--- src/rtl/mips_ctrl_pkg.sv ---
// Shared encodings for the multicycle MIPS control path: state codes, opcodes,
// ALU_op codes (also used by the ALU control decoder) and datapath mux selects.
package mips_ctrl_pkg;

  localparam int unsigned STATE_W  = 4;
  localparam int unsigned OPCODE_W = 6;
  localparam int unsigned SEL_W    = 2;

  typedef enum logic [STATE_W-1:0] {
    S_IDLE      = 4'd0,
    S_FETCH     = 4'd1,
    S_DECODE    = 4'd2,
    S_MEM_ADDR  = 4'd3,
    S_MEM_READ  = 4'd4,
    S_MEM_WB    = 4'd5,
    S_MEM_WRITE = 4'd6,
    S_EXECUTE   = 4'd7,
    S_R_WB      = 4'd8,
    S_BRANCH    = 4'd9,
    S_JUMP      = 4'd10,
    S_IMM_EXEC  = 4'd11,
    S_IMM_WB    = 4'd12
  } state_e;

  localparam logic [OPCODE_W-1:0] OP_RTYPE = 6'b000000;
  localparam logic [OPCODE_W-1:0] OP_LW    = 6'b100011;
  localparam logic [OPCODE_W-1:0] OP_SW    = 6'b101011;
  localparam logic [OPCODE_W-1:0] OP_BEQ   = 6'b000100;
  localparam logic [OPCODE_W-1:0] OP_J     = 6'b000010;
  localparam logic [OPCODE_W-1:0] OP_ADDI  = 6'b001000;
  localparam logic [OPCODE_W-1:0] OP_ANDI  = 6'b001100;

  localparam logic [SEL_W-1:0] ALUOP_ADD   = 2'b00;
  localparam logic [SEL_W-1:0] ALUOP_SUB   = 2'b01;
  localparam logic [SEL_W-1:0] ALUOP_FUNCT = 2'b10;
  localparam logic [SEL_W-1:0] ALUOP_AND   = 2'b11;

  localparam logic [SEL_W-1:0] ALUSRCB_B       = 2'b00;
  localparam logic [SEL_W-1:0] ALUSRCB_FOUR    = 2'b01;
  localparam logic [SEL_W-1:0] ALUSRCB_IMM     = 2'b10;
  localparam logic [SEL_W-1:0] ALUSRCB_IMM_SH2 = 2'b11;

  localparam logic [SEL_W-1:0] PCSRC_ALU    = 2'b00;
  localparam logic [SEL_W-1:0] PCSRC_ALUOUT = 2'b01;
  localparam logic [SEL_W-1:0] PCSRC_JUMP   = 2'b10;

  typedef struct packed {
    logic             pc_write;
    logic             pc_write_cond;
    logic             i_or_d;
    logic             mem_read;
    logic             mem_write;
    logic             mem_to_reg;
    logic             ir_write;
    logic             reg_write;
    logic             reg_dst;
    logic             alu_src_a;
    logic             ext_zero;
    logic [SEL_W-1:0] pc_source;
    logic [SEL_W-1:0] alu_src_b;
    logic [SEL_W-1:0] alu_op;
    logic             instr_done;
    logic             illegal_op;
  } ctrl_t;

endpackage

--- src/rtl/multicycle_control_if.sv ---
// Control/datapath boundary: opcode and memory handshake in, datapath controls out.
interface multicycle_control_if;
  import mips_ctrl_pkg::*;

  logic [OPCODE_W-1:0] opcode;
  logic                mem_ready;
  logic                PCWrite;
  logic                PCWriteCond;
  logic                IorD;
  logic                MemRead;
  logic                MemWrite;
  logic                MemtoReg;
  logic                IRWrite;
  logic                RegWrite;
  logic                RegDst;
  logic                ALUSrcA;
  logic                ext_zero;
  logic [SEL_W-1:0]    PCSource;
  logic [SEL_W-1:0]    ALUSrcB;
  logic [SEL_W-1:0]    ALU_op;
  logic                instr_done;
  logic                illegal_op;
  logic [STATE_W-1:0]  state;

  modport master (
    input  opcode, mem_ready,
    output PCWrite, PCWriteCond, IorD, MemRead, MemWrite, MemtoReg, IRWrite,
           RegWrite, RegDst, ALUSrcA, ext_zero, PCSource, ALUSrcB, ALU_op,
           instr_done, illegal_op, state
  );

  modport slave (
    output opcode, mem_ready,
    input  PCWrite, PCWriteCond, IorD, MemRead, MemWrite, MemtoReg, IRWrite,
           RegWrite, RegDst, ALUSrcA, ext_zero, PCSource, ALUSrcB, ALU_op,
           instr_done, illegal_op, state
  );
endinterface

--- src/rtl/multicycle_control.sv ---
// Main control FSM of the multicycle MIPS core. Outputs are a combinational decode
// of the state register so that reset clears every enable immediately.
module multicycle_control
  import mips_ctrl_pkg::*;
(
  input  logic                 clk,
  input  logic                 rst_n,
  multicycle_control_if.master bus
);

  state_e r_state;
  state_e w_next_state;
  ctrl_t  w_ctl;

  always_ff @(posedge clk or negedge rst_n) begin
    if (!rst_n) r_state <= S_IDLE;
    else        r_state <= w_next_state;
  end

  // Next-state decode; unused codes 13-15 fall back to IDLE.
  always_comb begin
    w_next_state = S_IDLE;
    case (r_state)
      S_IDLE:      w_next_state = S_FETCH;
      S_FETCH:     w_next_state = bus.mem_ready ? S_DECODE : S_FETCH;
      S_DECODE: begin
        case (bus.opcode)
          OP_RTYPE:         w_next_state = S_EXECUTE;
          OP_LW, OP_SW:     w_next_state = S_MEM_ADDR;
          OP_BEQ:           w_next_state = S_BRANCH;
          OP_J:             w_next_state = S_JUMP;
          OP_ADDI, OP_ANDI: w_next_state = S_IMM_EXEC;
          default:          w_next_state = S_FETCH;
        endcase
      end
      S_MEM_ADDR: begin
        if (bus.opcode == OP_SW)      w_next_state = S_MEM_WRITE;
        else if (bus.opcode == OP_LW) w_next_state = S_MEM_READ;
        else                          w_next_state = S_FETCH;
      end
      S_MEM_READ:  w_next_state = bus.mem_ready ? S_MEM_WB : S_MEM_READ;
      S_MEM_WB:    w_next_state = S_FETCH;
      S_MEM_WRITE: w_next_state = bus.mem_ready ? S_FETCH : S_MEM_WRITE;
      S_EXECUTE:   w_next_state = S_R_WB;
      S_R_WB:      w_next_state = S_FETCH;
      S_BRANCH:    w_next_state = S_FETCH;
      S_JUMP:      w_next_state = S_FETCH;
      S_IMM_EXEC:  w_next_state = S_IMM_WB;
      S_IMM_WB:    w_next_state = S_FETCH;
      default:     w_next_state = S_IDLE;
    endcase
  end

  // Output decode; anything not set for a state stays 0.
  always_comb begin
    w_ctl = '0;
    case (r_state)
      S_FETCH: begin
        w_ctl.mem_read  = 1'b1;
        w_ctl.alu_src_b = ALUSRCB_FOUR;
        w_ctl.alu_op    = ALUOP_ADD;
        w_ctl.pc_source = PCSRC_ALU;
        w_ctl.ir_write  = bus.mem_ready;
        w_ctl.pc_write  = bus.mem_ready;
      end
      S_DECODE: begin
        w_ctl.alu_src_b = ALUSRCB_IMM_SH2;
        w_ctl.alu_op    = ALUOP_ADD;
        case (bus.opcode)
          OP_RTYPE, OP_LW, OP_SW, OP_BEQ, OP_J, OP_ADDI, OP_ANDI: w_ctl.illegal_op = 1'b0;
          default:                                                w_ctl.illegal_op = 1'b1;
        endcase
      end
      S_MEM_ADDR: begin
        w_ctl.alu_src_a = 1'b1;
        w_ctl.alu_src_b = ALUSRCB_IMM;
        w_ctl.alu_op    = ALUOP_ADD;
      end
      S_MEM_READ: begin
        w_ctl.mem_read = 1'b1;
        w_ctl.i_or_d   = 1'b1;
      end
      S_MEM_WB: begin
        w_ctl.reg_write  = 1'b1;
        w_ctl.mem_to_reg = 1'b1;
        w_ctl.instr_done = 1'b1;
      end
      S_MEM_WRITE: begin
        w_ctl.mem_write  = 1'b1;
        w_ctl.i_or_d     = 1'b1;
        w_ctl.instr_done = bus.mem_ready;
      end
      S_EXECUTE: begin
        w_ctl.alu_src_a = 1'b1;
        w_ctl.alu_src_b = ALUSRCB_B;
        w_ctl.alu_op    = ALUOP_FUNCT;
      end
      S_R_WB: begin
        w_ctl.reg_write  = 1'b1;
        w_ctl.reg_dst    = 1'b1;
        w_ctl.instr_done = 1'b1;
      end
      S_BRANCH: begin
        w_ctl.alu_src_a     = 1'b1;
        w_ctl.alu_src_b     = ALUSRCB_B;
        w_ctl.alu_op        = ALUOP_SUB;
        w_ctl.pc_write_cond = 1'b1;
        w_ctl.pc_source     = PCSRC_ALUOUT;
        w_ctl.instr_done    = 1'b1;
      end
      S_JUMP: begin
        w_ctl.pc_write   = 1'b1;
        w_ctl.pc_source  = PCSRC_JUMP;
        w_ctl.instr_done = 1'b1;
      end
      S_IMM_EXEC: begin
        w_ctl.alu_src_a = 1'b1;
        w_ctl.alu_src_b = ALUSRCB_IMM;
        if (bus.opcode == OP_ANDI) begin
          w_ctl.alu_op   = ALUOP_AND;
          w_ctl.ext_zero = 1'b1;
        end else begin
          w_ctl.alu_op   = ALUOP_ADD;
          w_ctl.ext_zero = 1'b0;
        end
      end
      S_IMM_WB: begin
        w_ctl.reg_write  = 1'b1;
        w_ctl.instr_done = 1'b1;
      end
      default: w_ctl = '0;
    endcase
  end

  assign bus.PCWrite     = w_ctl.pc_write;
  assign bus.PCWriteCond = w_ctl.pc_write_cond;
  assign bus.IorD        = w_ctl.i_or_d;
  assign bus.MemRead     = w_ctl.mem_read;
  assign bus.MemWrite    = w_ctl.mem_write;
  assign bus.MemtoReg    = w_ctl.mem_to_reg;
  assign bus.IRWrite     = w_ctl.ir_write;
  assign bus.RegWrite    = w_ctl.reg_write;
  assign bus.RegDst      = w_ctl.reg_dst;
  assign bus.ALUSrcA     = w_ctl.alu_src_a;
  assign bus.ext_zero    = w_ctl.ext_zero;
  assign bus.PCSource    = w_ctl.pc_source;
  assign bus.ALUSrcB     = w_ctl.alu_src_b;
  assign bus.ALU_op      = w_ctl.alu_op;
  assign bus.instr_done  = w_ctl.instr_done;
  assign bus.illegal_op  = w_ctl.illegal_op;
  assign bus.state       = r_state;

endmodule

--- src/flat_wrapper.sv ---
// flat-port wrapper written by rule: the top's interface ports become plain ports
module multicycle_control_flat import mips_ctrl_pkg::*;
  (clk, rst_n, bus_opcode, bus_mem_ready, bus_PCWrite, bus_PCWriteCond, bus_IorD, bus_MemRead, bus_MemWrite, bus_MemtoReg, bus_IRWrite, bus_RegWrite, bus_RegDst, bus_ALUSrcA, bus_ext_zero, bus_PCSource, bus_ALUSrcB, bus_ALU_op, bus_instr_done, bus_illegal_op, bus_state);
  multicycle_control_if bus_i ();
  input  logic clk;
  input  logic rst_n;
  input wire logic [$bits(bus_i.opcode)-1:0] bus_opcode;
  input wire logic [$bits(bus_i.mem_ready)-1:0] bus_mem_ready;
  output wire logic [$bits(bus_i.PCWrite)-1:0] bus_PCWrite;
  output wire logic [$bits(bus_i.PCWriteCond)-1:0] bus_PCWriteCond;
  output wire logic [$bits(bus_i.IorD)-1:0] bus_IorD;
  output wire logic [$bits(bus_i.MemRead)-1:0] bus_MemRead;
  output wire logic [$bits(bus_i.MemWrite)-1:0] bus_MemWrite;
  output wire logic [$bits(bus_i.MemtoReg)-1:0] bus_MemtoReg;
  output wire logic [$bits(bus_i.IRWrite)-1:0] bus_IRWrite;
  output wire logic [$bits(bus_i.RegWrite)-1:0] bus_RegWrite;
  output wire logic [$bits(bus_i.RegDst)-1:0] bus_RegDst;
  output wire logic [$bits(bus_i.ALUSrcA)-1:0] bus_ALUSrcA;
  output wire logic [$bits(bus_i.ext_zero)-1:0] bus_ext_zero;
  output wire logic [$bits(bus_i.PCSource)-1:0] bus_PCSource;
  output wire logic [$bits(bus_i.ALUSrcB)-1:0] bus_ALUSrcB;
  output wire logic [$bits(bus_i.ALU_op)-1:0] bus_ALU_op;
  output wire logic [$bits(bus_i.instr_done)-1:0] bus_instr_done;
  output wire logic [$bits(bus_i.illegal_op)-1:0] bus_illegal_op;
  output wire logic [$bits(bus_i.state)-1:0] bus_state;
  assign bus_i.opcode = bus_opcode;
  assign bus_i.mem_ready = bus_mem_ready;
  assign bus_PCWrite = bus_i.PCWrite;
  assign bus_PCWriteCond = bus_i.PCWriteCond;
  assign bus_IorD = bus_i.IorD;
  assign bus_MemRead = bus_i.MemRead;
  assign bus_MemWrite = bus_i.MemWrite;
  assign bus_MemtoReg = bus_i.MemtoReg;
  assign bus_IRWrite = bus_i.IRWrite;
  assign bus_RegWrite = bus_i.RegWrite;
  assign bus_RegDst = bus_i.RegDst;
  assign bus_ALUSrcA = bus_i.ALUSrcA;
  assign bus_ext_zero = bus_i.ext_zero;
  assign bus_PCSource = bus_i.PCSource;
  assign bus_ALUSrcB = bus_i.ALUSrcB;
  assign bus_ALU_op = bus_i.ALU_op;
  assign bus_instr_done = bus_i.instr_done;
  assign bus_illegal_op = bus_i.illegal_op;
  assign bus_state = bus_i.state;
  multicycle_control u_core (.clk(clk), .rst_n(rst_n), .bus(bus_i));
endmodule
--- config.mk ---
export PLATFORM = sky130hd
export DESIGN_NAME = multicycle_control_flat
export DESIGN_NICKNAME = d
export VERILOG_FILES = /design/src/rtl/mips_ctrl_pkg.sv /design/src/rtl/multicycle_control_if.sv /design/src/rtl/multicycle_control.sv /design/src/flat_wrapper.sv
export SDC_FILE = /design/constraint.sdc
export NUM_CORES = 1
export LEC_CHECK = 0
export CAP_MARGIN = 20
export CELL_PAD_IN_SITES_DETAIL_PLACEMENT = 0
export CELL_PAD_IN_SITES_GLOBAL_PLACEMENT = 1
export CORE_UTILIZATION = 25
export DETAILED_ROUTE_END_ITERATION = 7
export PLACE_DENSITY = 0.78
export SYNTH_ARGS = -nofsm -noshare
export SYNTH_HDL_FRONTEND = slang
export SYNTH_SLANG_ARGS = --single-unit
--- constraint.sdc ---
create_clock -name clk -period 1.45 [get_ports clk]
set_input_delay 0.2175 -clock clk [delete_from_list [all_inputs] [get_ports clk]]
set_output_delay 0.2175 -clock clk [all_outputs]
set_load 0.01 [all_outputs]
; ---- Yosys cells after proc, flatten, opt, wreduce, memory -nomap -nowiden
; Cells that the tools add are included.
[totals]
inputBits = 9
elab_cells = 55
output_inout_bits = 23
regBits = 4
[op_classes]
mux = 25
reduce_logical = 11
n_eq_ne = 18
[op_table]
columns = operator, count
row1 = case mux 4 bit (8 select lines), 1
row2 = case mux 4 bit (6 select lines), 1
row3 = "equality test 4 bit, second input constant", 5
row4 = case mux 4 bit (5 select lines), 1
row5 = "equality test 4 x 3 -> 1 bit, second input constant", 4
row6 = two-way mux 1 bit, 14
row7 = "equality test 6 x 4 -> 1 bit, second input constant", 2
row8 = "equality test 6 bit, second input constant", 2
row9 = "equality test 4 x 2 -> 1 bit, second input constant", 2
row10 = OR reduction 2 bit, 4
row11 = OR reduction 7 bit, 1
row12 = "equality test 6 x 2 -> 1 bit, second input constant", 1
row13 = "equality test 6 x 3 -> 1 bit, second input constant", 1
row14 = zero test 6 bit, 1
row15 = two-way mux 3 bit, 2
row16 = OR reduction 6 bit, 1
row17 = OR reduction 5 bit, 1
row18 = "equality test 4 x 1 -> 1 bit, second input constant", 1
row19 = zero test 4 bit, 1
row20 = two-way mux 2 bit, 2
row21 = two-way mux 4 bit, 1
row22 = case mux 1 bit (2 select lines), 2
row23 = case mux 2 bit (2 select lines), 1
row24 = OR reduction 4 bit, 1
row25 = OR reduction 3 bit, 1

; ---- Longest topological paths before layout
[logic_depth]
depth_word = 4
mapped_depth = 5
mapped_depth_nobuf = 4

; ---- Worst setup path before layout
; Ideal clock, no wire load.
[synth_timing]
path_type = register -> output
start = reg u_core.r_state[2], in the netlist u_core.bus.state[2]
end = out bus_illegal_op
path_slack_ps = -25
required_ps = 1233
t_arrival_ps = 1258
n_path_buf = 2
path_stages_with_launch = 5
cell_sequence = dfrtp_1 > clkbuf_2 > buf_2 > nor3_1 > nor3b_1
[synth_via]
elab_chain_cells = 2
[synth_rtl]
columns = item, line_no
row1 = start: declaration, multicycle_control.sv:11  ; state_e r_state;
row2 = start signal: assignment, multicycle_control.sv:17  ; else r_state <= w_next_state;
row3 = equality test 4 x 2 -> 1 bit, multicycle_control.sv:57  ; case (r_state)
row4 = two-way mux 1 bit, multicycle_control.sv:57
row5 = end: declaration, flat_wrapper.sv:24  ; output wire logic [$bits(bus_i.illegal_op)-1:0] bus_illegal_op;
; No other way between the ends.

; ---- Final worst setup path
[layout_timing]
start = reg u_core.r_state[3], in the netlist u_core.bus.state[3]
end = out bus_RegWrite
[layout_via]
elab_chain_cells = 3
elab_cells_between_ends = 5
cone_classes = eq/ne (3) / mux (1) / reduce/logical (1)
[layout_rtl]
columns = item, line_no
row1 = equality test 4 x 3 -> 1 bit / equality test 4 bit (equally long branches), multicycle_control.sv:57
row2 = OR reduction 3 bit (no source line) *, -
row3 = two-way mux 1 bit *, multicycle_control.sv:57
row4 = end: declaration, flat_wrapper.sv:16  ; output wire logic [$bits(bus_i.RegWrite)-1:0] bus_RegWrite;
; Mark *: on every way between the ends. The rest lies on a longest branch, timed or not.

==> reports/results.ini <==
[setup_path]
max_stage_delay_ns = 0.46
slowest_stage = dfrtp_2
crit_path_start_kind = flop
cpMostUsedCell = buf_6
cp.required_ns = 1.23
path_cells = buf_6 > buf_6 > nor2b_4 > a21oi_1 > nor2_1 > buf_2
crit_fanout = 6
critPathKind = flop to output port
cp-end-kind = output port
worstPathArrival_ns = 1.41

[global_routing]
antenna_found_initial = 0
grt_pass1_wl_microns = 3860
track_usage = 0.201
grt_max_degree = 8
first_global_vias = 828
grt-ovfl-total = 0

[timing]
fin_skew_ns = 0.00196
finalSetupViolCount = 12
fmaxAchievable_mhz = 616
fin_ws_ns = -0.174
slew_violations = 0
slew_headroom = 0.838
fin_crit_sh = 1.12
period_needed_ns = 1.62
hold_viol_final = 0
worstMarginPinSlew_ns = 0.240
rsz0062_at_grt = true
hold_ws_ns = 0.190

[cts]
cts_buffers = 3
clk_latency_ns = 0.23
htreeDepth = 1
cts_buffer_depth = 2
clk_pin_slew_worst_paths_ns = 0.04
cts_root_buf = clkbuf_4
cts_tree = done
cts_sinks = 4

[place]
dp_slack_ns = -0.815
place_congestion = 0.839
place_inst = 163
io_buffers = 31
hpwl_microns = 1580
place_area_sq_mm = 0.00110

[die]
core_sq_mm = 0.00206
placementRows = 16
die_h_microns = 49.8
die-width_microns = 49.8
start_util = 0.277
io_pins = 32
dieArea_sq_mm = 0.00248

[synthesis]
yosysTopAreaCell = dfrtp_1
synth_area_sq_um = 572
synth_most_common_cell = nor2_1
ys_seq_elements = 4
yosys_warnings = 0
synth_top_flop_cell = dfrtp_1
ys_seq_area_frac = 0.175
syn_nets = 92
netlist.area_leader.share = 0.175
ys_types = 35
synthTopCellsByArea = dfrtp_1, nand2b_1, nor2_1
synth_commonest_cells = nor2_1, o21ai_0, nand2b_1
synthCells = 83
async_reset_ff_frac = 1.00
synth.avg_cell_area_sq_um = 6.89
synth_edf_count = 0

[drt]
postRouteAntennaNets = 0
vias = 909
vias_per_cell = 4.97
drt_iter0_drc = 11
first_pass_iters = 4
drc = 0
drt-wirelength-per-cell_microns = 13.8
routed_wl_microns = 2530

[layout]
fin_cells = 183
fill_cells = 157
drive_gt1_frac = 0.724
area_delta_synth_final_pct = 147
final_nets = 167
design_area_sq_mm = 0.00141
n_antenna_cell = 0
largest_reg_flops = 4

[flow_run]
cap_violations = 0

[power]
p_leak_nw = 0.684
report.power.total_mw = 1.44
vdd_drop_max_v = 0.000679
cellPowerDensity_mw_per_mm2 = 1020

[hold_path]
hold_class = primary input to asynchronous set/reset pin

[run_status]
violations = negative setup slack
status = complete, but fails checks

## final timing paths
path                                           from                  end  slack [ns]  depth (start not counted)
worst max-delay path            u_core.bus.state[3]         bus_RegWrite       -0.17                          6
worst min-delay path                          rst_n  u_core.bus.state[0]        0.19                          1
worst max register to register  u_core.bus.state[3]  u_core.bus.state[0]        0.01                          8
worst min register to register  u_core.bus.state[2]  u_core.bus.state[1]        0.78                          4
max in group asynchronous                     rst_n  u_core.bus.state[3]        1.08                          1
min in group clk                      bus_opcode[4]  u_core.bus.state[1]        0.47                          5
## metrics by stage
step                      utilization  TNS [ns]
after floorplan                     -         0
after global placement          0.534     -7.63
after detailed placement        0.534     -7.94
after CTS                       0.618    -0.854
after global routing            0.685     -1.99
final                           0.685    -0.946
## per-layer routing
metal | up-vias | track usage | part of all wire
li1 | 446 | - | -
met1 | 430 | 0.257 | 0.45
met3 | 4 | 0.0463 | 0.037
met5 | - | 0 | 0
met2 | 29 | 0.347 | 0.49
met4 | 0 | 0.0333 | 0.019
## timing repair
action	CTS	global route
pin swaps	7	11
setup buffers	12	8
gates resized for setup	138	31
setup endpoints to repair	26	21
hold buffers	0	0
## worst max-delay path, delay by kind of cell (launching register included)
kind	cells	cell delay, ns
flip-flops	1	0.46
AND/OR/NAND/NOR	2	0.22
AO/OA/AOI/OAI	1	0.11
buffers and inverters	3	0.39
## cell usage in the layout (no fill, tap or decap), types with 2 or more instances in the layout
cell type / netlist / layout
nor3_4: 0 / 2
o21ai_0: 7 / 3
nor3b_2: 0 / 2
nor2b_4: 0 / 3
clkdlybuf4s50_1: 0 / 2
buf_2: 5 / 19
o21ai_1: 1 / 2
dfrtp_2: 0 / 4
a21oi_1: 4 / 2
nor3_1: 5 / 2
buf_4: 1 / 32
o21ai_2: 1 / 4
nand3_1: 3 / 2
nand2_1: 5 / 4
buf_6: 0 / 16
nor2_4: 0 / 5
nor2_1: 10 / 3
nand2b_4: 0 / 5
dlygate4sd2_1: 0 / 4
clkbuf_4: 0 / 3
nand4b_1: 2 / 2
nor2_2: 0 / 2
inv_1: 2 / 2
## power by group
group / switching [mW] / internal (mW) / leakage (nW)
combinational: 0.508 / 0.605 / 0.624
clock: 0.0409 / 0.0923 / 0.0138
sequential: 0.0555 / 0.143 / 0.0460
## logic make-up after synthesis
family,count (synthesis),synth area share
AO/OA/AOI/OAI,22,0.254
flip-flops,4,0.175
XOR/XNOR,1,0.0153
AND/OR/NAND/NOR,47,0.477
buffers and inverters,9,0.0788
## layout make-up
type	count	area [sq um]	area share
multi-input combinational	70	626	0.443
clock buffer	3	22.5	0.0159
sequential	4	105	0.0744
tap	27	33.8	0.0239
timing repair buffer	77	618	0.438
inverter	2	7.51	0.00531
Note: power is estimated with default switching activity, not from simulation.
